<file path="config.mk">
export PLATFORM = sky130hd
export DESIGN_NAME = complex_mult_hs
export DESIGN_NICKNAME = d
export VERILOG_FILES = /design/src/rtl/complex_mult_hs.sv
export SDC_FILE = /design/constraint.sdc
export NUM_CORES = 1
export LEC_CHECK = 0
export BUFFER_PORTS_ARGS = -buffer_cell sky130_fd_sc_hd__buf_2
export CAP_MARGIN = 10
export CORE_MARGIN = 3
export CORE_UTILIZATION = 40
export DETAILED_ROUTE_END_ITERATION = 8
export SETUP_SLACK_MARGIN = 0.5
export SYNTH_ARGS = -nofsm -noshare
export SYNTH_HDL_FRONTEND = slang
export SYNTH_SLANG_ARGS = --single-unit
</file>
<file path="constraint.sdc">
create_clock -name clk -period 7.4 [get_ports clk]
set_input_delay 0.37 -clock clk [delete_from_list [all_inputs] [get_ports clk]]
set_output_delay 0.37 -clock clk [all_outputs]
set_load 0.01 [all_outputs]
</file>
<file path="src/rtl/complex_mult_hs.sv">
// Signed complex multiplier: three real multiplies over three cycles on one
// shared multiplier, with valid/ready handshakes on both input and output.
module complex_mult_hs #(
  parameter  int W  = 8,
  localparam int OW = 2*W+1
) (
  input  logic                 clk,
  input  logic                 rst,
  input  logic                 in_valid,
  output logic                 in_ready,
  input  logic signed [W-1:0]  a_re,
  input  logic signed [W-1:0]  a_im,
  input  logic signed [W-1:0]  b_re,
  input  logic signed [W-1:0]  b_im,
  input  logic                 in_conj,
  output logic                 out_valid,
  input  logic                 out_ready,
  output logic signed [OW-1:0] res_re,
  output logic signed [OW-1:0] res_im
);

  localparam int KW = 2*W+3;

  typedef enum logic [2:0] {IDLE, MUL1, MUL2, MUL3, DONE} state_t;

  state_t state, state_next;

  logic signed [W-1:0]  ar, ai, br;
  logic signed [W:0]    bi;
  logic signed [W:0]    b_im_ext;
  logic signed [KW-1:0] ar_x, ai_x, br_x, bi_x;
  logic signed [KW-1:0] mul_x, mul_y, prod;
  logic signed [KW-1:0] k1, k2;
  logic                 accept;

  // b_im is widened by one bit so that negating the most negative value is exact.
  assign b_im_ext = {b_im[W-1], b_im};

  assign ar_x = {{(KW-W){ar[W-1]}}, ar};
  assign ai_x = {{(KW-W){ai[W-1]}}, ai};
  assign br_x = {{(KW-W){br[W-1]}}, br};
  assign bi_x = {{(KW-W-1){bi[W]}}, bi};

  assign accept = in_valid && in_ready;
  assign prod   = mul_x * mul_y;

  always_comb begin
    state_next = state;
    in_ready   = 1'b0;
    out_valid  = 1'b0;
    mul_x      = '0;
    mul_y      = '0;
    case (state)
      IDLE: begin
        in_ready = 1'b1;
        if (in_valid) state_next = MUL1;
      end
      MUL1: begin
        mul_x      = ar_x;
        mul_y      = br_x + bi_x;
        state_next = MUL2;
      end
      MUL2: begin
        mul_x      = bi_x;
        mul_y      = ar_x + ai_x;
        state_next = MUL3;
      end
      MUL3: begin
        mul_x      = br_x;
        mul_y      = ai_x - ar_x;
        state_next = DONE;
      end
      DONE: begin
        out_valid = 1'b1;
        in_ready  = out_ready;
        if (out_ready) state_next = in_valid ? MUL1 : IDLE;
      end
      default: state_next = IDLE;
    endcase
  end

  // k3 is consumed in the same cycle it is produced, so it never needs a register.
  always_ff @(posedge clk) begin
    if (rst) begin
      state  <= IDLE;
      ar     <= '0;
      ai     <= '0;
      br     <= '0;
      bi     <= '0;
      k1     <= '0;
      k2     <= '0;
      res_re <= '0;
      res_im <= '0;
    end else begin
      state <= state_next;
      if (accept) begin
        ar <= a_re;
        ai <= a_im;
        br <= b_re;
        bi <= in_conj ? -b_im_ext : b_im_ext;
      end
      case (state)
        MUL1: k1 <= prod;
        MUL2: k2 <= prod;
        MUL3: begin
          res_re <= OW'(k1 - k2);
          res_im <= OW'(k1 + prod);
        end
        default: ;
      endcase
    end
  end

endmodule

</file>
# After elaboration in Yosys (flattened, before gate mapping)
# Index checks and enable logic that the tools add are counted.
dict set report op_classes {
  addsub 6
  multipliers 1
  div 0
  magnitude_cmp 0
  eq_ne 6
  shift 0
  n_mux 9
  bitwise_logic 0
  reduce_logical 3
}
# operator n
set op_table {}
lappend op_table {{19-bit case mux with 3 select lines} 2}
lappend op_table {{19-bit by 19-bit multiplier with 17-bit output} 1}
lappend op_table {{17-bit adder} 1}
lappend op_table {{17-bit subtractor} 1}
lappend op_table {{3-bit case mux with 5 select lines} 1}
lappend op_table {{8-bit by 9-bit adder with 10-bit output} 1}
lappend op_table {{8-bit by 8-bit adder with 9-bit output} 1}
lappend op_table {{9-bit two-way mux} 1}
lappend op_table {{8-bit negation with 9-bit output} 1}
lappend op_table {{8-bit by 8-bit subtractor with 9-bit output} 1}
lappend op_table {{3-bit by 2-bit == test with 1-bit output (second input constant)} 2}
lappend op_table {{3-bit two-way mux} 2}
lappend op_table {{2-bit != test (second input constant)} 2}
lappend op_table {{3-bit by 1-bit == test with 1-bit output (second input constant)} 1}
lappend op_table {{3-bit == test (second input constant)} 1}
lappend op_table {{3-bit logical NOT} 1}
lappend op_table {{1-bit two-way mux} 2}
lappend op_table {{1-bit case mux with 2 select lines} 1}
lappend op_table {{2-bit AND reduction} 1}
lappend op_table {{1-bit logical AND} 1}
dict set report totals {
  register_bits 104
  latchBits 0
  ram_bits 0
  mem_bits_ro 0
  inputBits 37
  out_inout_bits 36
  elab_cells 34
  memories 0
}

# Longest topological paths before layout
dict set report logic_depth {
  word_depth 4
  mapped_depth 41
  ltp_nobuf 40
}

# Least setup slack after synthesis
# OpenSTA, ideal clock, no wires.
dict set report synth_timing {
  path_kind {register -> register}
  from {register ar[1]}
  to {register res_im[16]}
  setup_time_ps 70
  arrival_ps 7904
  required_time_ps 7330
  path_slack_ps -573
  path_stages_with_launch 33
  path_buffers 0
  synth_period_minus_slack_ps 7973
  path_cell_list {dfxtp_1 inv_1 ha_1 nor2b_1 o21ai_1 a21oi_1 o21ai_1 a21oi_1 o21a_1 o21a_1 or3_1 a32oi_1 nor2_1 fa_1 inv_1 fa_1 fa_1 fa_1 fa_1 fa_1 inv_1 ha_1 nand3_1 nand2_1 a41oi_1 nor2b_1 xnor2_1 ha_1 or2_2 a21oi_1 a21oi_1 xnor3_1 a21oi_1}
}
dict set report synth_between {
  elab_chain_cells 4
  word_cells_on_any_way 6
  classes_between {add/sub: 3; mul: 1; mux: 2}
}
# element line
set synth_rtl {}
lappend synth_rtl {{start: declaration} 28} ;# logic signed [W-1:0] ar, ai, br;
lappend synth_rtl {{start signal: assignment} 97} ;# ar <= a_re;
lappend synth_rtl {{8-bit by 8-bit subtractor with 9-bit output or 8-bit by 8-bit adder with 9-bit output (tied branches)} {70, 65}}
lappend synth_rtl {{19-bit case mux with 3 select lines} 53} ;# case (state)
lappend synth_rtl {{19-bit by 19-bit multiplier with 17-bit output (*)} 45} ;# assign prod = mul_x * mul_y;
lappend synth_rtl {{via prod[14]} 32} ;# logic signed [KW-1:0] mul_x, mul_y, prod;
lappend synth_rtl {{17-bit adder (*)} 107} ;# res_im <= OW'(k1 + prod);
lappend synth_rtl {{end signal: assignment} 107}
lappend synth_rtl {{end: declaration} 19} ;# output logic signed [OW-1:0] res_im
# The timed path passes the listed nets; every way through them passes the cells marked *.
# A chain may end at the register's enable or synchronous reset.

# Worst setup path in the final report
dict set report layout_timing {
  from {register ai[0]}
  to {register res_im[14]}
}
dict set report layout_between {
  elab_chain_cells 4
  word_cells_on_any_way 5
  classes_between {add/sub: 3; mul: 1; mux: 1}
}
# element line
set layout_rtl {}
lappend layout_rtl {{start: declaration} 28}
lappend layout_rtl {{start signal: assignment} 98} ;# ai <= a_im;
lappend layout_rtl {{8-bit by 8-bit subtractor with 9-bit output or 8-bit by 8-bit adder with 9-bit output (tied branches)} {70, 65}}
lappend layout_rtl {{19-bit case mux with 3 select lines (*)} 53}
lappend layout_rtl {{19-bit by 19-bit multiplier with 17-bit output (*)} 45}
lappend layout_rtl {{via prod[10]} 32}
lappend layout_rtl {{17-bit adder (*)} 107}
# Marks and branches as above.

==> flow_summary.ini <==
[status]
outcome = finished with violations
failed_checks = negative setup slack

[sta]
layout_worst_path_cycle_share_pct = 102
rsz0062_at_grt = true
clock_skew_ps = 11.5
final.setup.tns_ps = -299
period_minus_slack_ps = 7530
maxSlewViolCount = 0
worstMarginPinSlew_ps = 863
hold_viol = 0
setup_slack_ps = -126
fmax_ghz = 0.133
finalSetupViolations = 5
slew-limit-headroom_pct = 42.3

[setup_path]
crit_path_end_kind = flip-flop
r2r_start = ai[0]
crit_required_ps = 7690
ff2ff_path_depth = 36
r2r_setup_slack_ps = -130
endpoint = res_im[14]
worstReg2RegEnd = res_im[14]
critPathMaxFanout = 3
critPathLaunch = ai[0]
worstSetupPathType = flip-flop to flip-flop
startpoint_type = flip-flop
slowest_delay_ps = 530
worst_ep_arrival_time_ps = 7810
cp_slowest_cell = fa_1

[power]
combPwrFrac_pct = 45.0
leakage_nw = 5.82
seqPwrFrac_pct = 30.7
power_mw = 2.00
powerDensity_mw_per_mm2 = 153
clockPowerShare_pct = 24.2
power_switching_mw = 0.749
p_int_mw = 1.25
peakVddDrop_mv = 0.156
netSwitchingFraction_pct = 37.5

[floorplan]
die_x_um = 170
rows = 59
ios = 73
core_area_sq_mm = 0.0262
initial_core_util_pct = 40.8
die_h_um = 170
die_area_sq_mm = 0.0288

[synth]
synth-edff-count = 0
synth.area.top_cells = dfxtp_1, fa_1, ha_1
synth_top_family_by_area = adder cells
synthCells = 1338
synth_cell_types = 65
muxShareOfSynthArea_pct = 1.16
ys_warn_count = 0
yosys-top-cells-count = inv_1, nand2_1, a21oi_1
yosysTopAreaCell = dfxtp_1
synth_area_sq_mm = 0.0107
avgSynthCellArea_sq_um = 8.00
synth_top_flop_cell = dfxtp_1
synth.most_common_cell = inv_1
synthAdderAreaFrac_pct = 31.4
syn_nets = 1588
yosysSeqAreaShare_pct = 19.4
yosys_register_bits = 104
synth_compound_area_share_pct = 14.0
synth_xor_area_share_pct = 6.23
synth_top_area_share_pct = 19.4
synth-simple-area-share_pct = 18.7
synthArstFlopShare_pct = 0

[cts]
ctsLongestPathBuffers = 2
clkLatencyLatePin_ps = 360
cts_sinks = 104
holdBufCountCts = 0
cts_made_buffers = 9
clk_pin_slew_ps = 80
cts_root_buf = clkbuf_16
cts_tree = built
cts_max_level = 3

[routing]
drt_iter0_drc = 296
avgViaCountPerCell = 5.00
wire_per_inst_um = 14.6
drc_errors = 0
dr.pass1.iters = 4
vias = 9093
routed_wirelength_um = 26500
ant_nets = 0

[layout]
area_growth_syn_to_layout_pct = 22.1
fillers = 2533
nNetsFinal = 1730
postLayoutCellArea_sq_mm = 0.0131
diodes = 0
fin_cells = 1820
final_layout_size_suffix_gt1_share_pct = 22.7

[placement]
placed_cells = 1779
gp_congestion = 0.837
io_buffers = 72
hpwlAfterDp_um = 20800
pre_cts_ws_ps = -302
postPlaceCellArea_sq_mm = 0.0121

[grt]
grt_pass1_wl_um = 44100
overflow = 0
antenna_found_initial = 0
busiest_layer = met2
grtUsageMet3_pct = 2.28
first_global_vias = 9193
use_met2_pct = 33.3
grt_max_degree = 77
grt_usage_pct = 18.6
met1_usage_pct = 23.2

[min_path]
hp-class = input port to flip-flop
hold_depth = 3

[flow_run]
cap_violations = 0
==> cell usage in the layout (no fill, tap or decap), types with 6 or more instances in the layout <==
cell type  count
a211oi_1      12
a21o_1        12
a21oi_1      112
a21oi_2       17
buf_2         71
buf_4        113
buf_6          6
clkbuf_16      9
dfxtp_1       99
fa_1          88
ha_1         100
ha_2           7
ha_4          13
inv_1        181
inv_2         12
mux2i_1        9
nand2_1      187
nand2b_1      18
nand3_1       17
nor2_1        86
nor2b_1       14
nor3_1        17
o21a_1        12
o21ai_0       16
o21ai_1       12
o21bai_1       8
or2_1          7
or2_2         13
or3_1         16
xnor2_1       52
xor2_1        12
==> how the worst min path moves through the flow <==
stage | endpoint | start | slack, ps
after floorplan | k2[10] | k2[10] | 440
after global placement | res_re[11] | res_re[11] | 440
final | ar[1] | a_re[1] | 230
after detailed placement | res_im[5] | res_im[5] | 440
after CTS | ar[1] | a_re[1] | 220
after global routing | br[4] | b_re[4] | 230
==> worst max-delay path: cells and delay by family (launching register included) <==
kind / cells / cell delay (ps)
fa+ha+maj: 10 / 3800
buf+inv: 7 / 510
compound gates: 7 / 900
flops: 1 / 370
xor+xnor: 3 / 580
simple gates: 9 / 1280
==> logic make-up after synthesis <==
group                    count (synthesis)
AO/OA/AOI/OAI                          249
XOR/XNOR                                73
adder cells (fa/ha/maj)                213
buffers and inverters                  254
flip-flops                             104
multiplexers                            12
AND/OR/NAND/NOR                        433
==> state kept, by name (all words and copies together), names as in the netlist <==
register  cells
ar            8
bi            9
br            8
k2           17
res_im       17
ai            8
res_re       17
state         3
k1           17
==> per-layer routing <==
layer | up-vias | routed length (um)
li1 | 4632 | -
met1 | 4297 | 12100
met2 | 129 | 13300
met3 | 35 | 578
met4 | 0 | 618
met5 | - | 0
==> layout make-up <==
cell class | count | area [sq um] | share of cell area, %
multi-input cells | 980 | 8260 | 63.2
flip-flops and latches | 104 | 2090 | 16.0
repair buffers | 190 | 1270 | 9.72
inverters | 195 | 734 | 5.62
well taps | 335 | 419 | 3.21
clock buffers | 9 | 225 | 1.72
clock inverters | 7 | 67.6 | 0.517
==> power groups by stage <==
stage	clock (mW)	combinational [mW]	sequential, mW
5_1_grt	0.516	0.995	0.618
6_report	0.484	0.900	0.614
4_1_cts	0.497	0.841	0.614
3_5_place_dp	0	0.790	0.626
3_3_place_gp	0	0.780	0.626
2_1_floorplan	0	0.543	0.622
==> repair_timing <==
item                       4_1_cts  5_1_grt
hold endpoints to repair         0        0
pin swaps                       44       58
setup endpoints to repair       11       22
gates resized for setup         32       76
buffers inserted                15       10
cloned                           0        0
==> stage by stage <==
stage / hold slack, ps / utilization, %
floorplan: 436 / -
global placement: 436 / 46.2
detailed placement: 441 / 46.2
CTS: 222 / 48.3
global route: 229 / 49.9
finish: 231 / 49.9
Power figures use the tool's default switching activity.
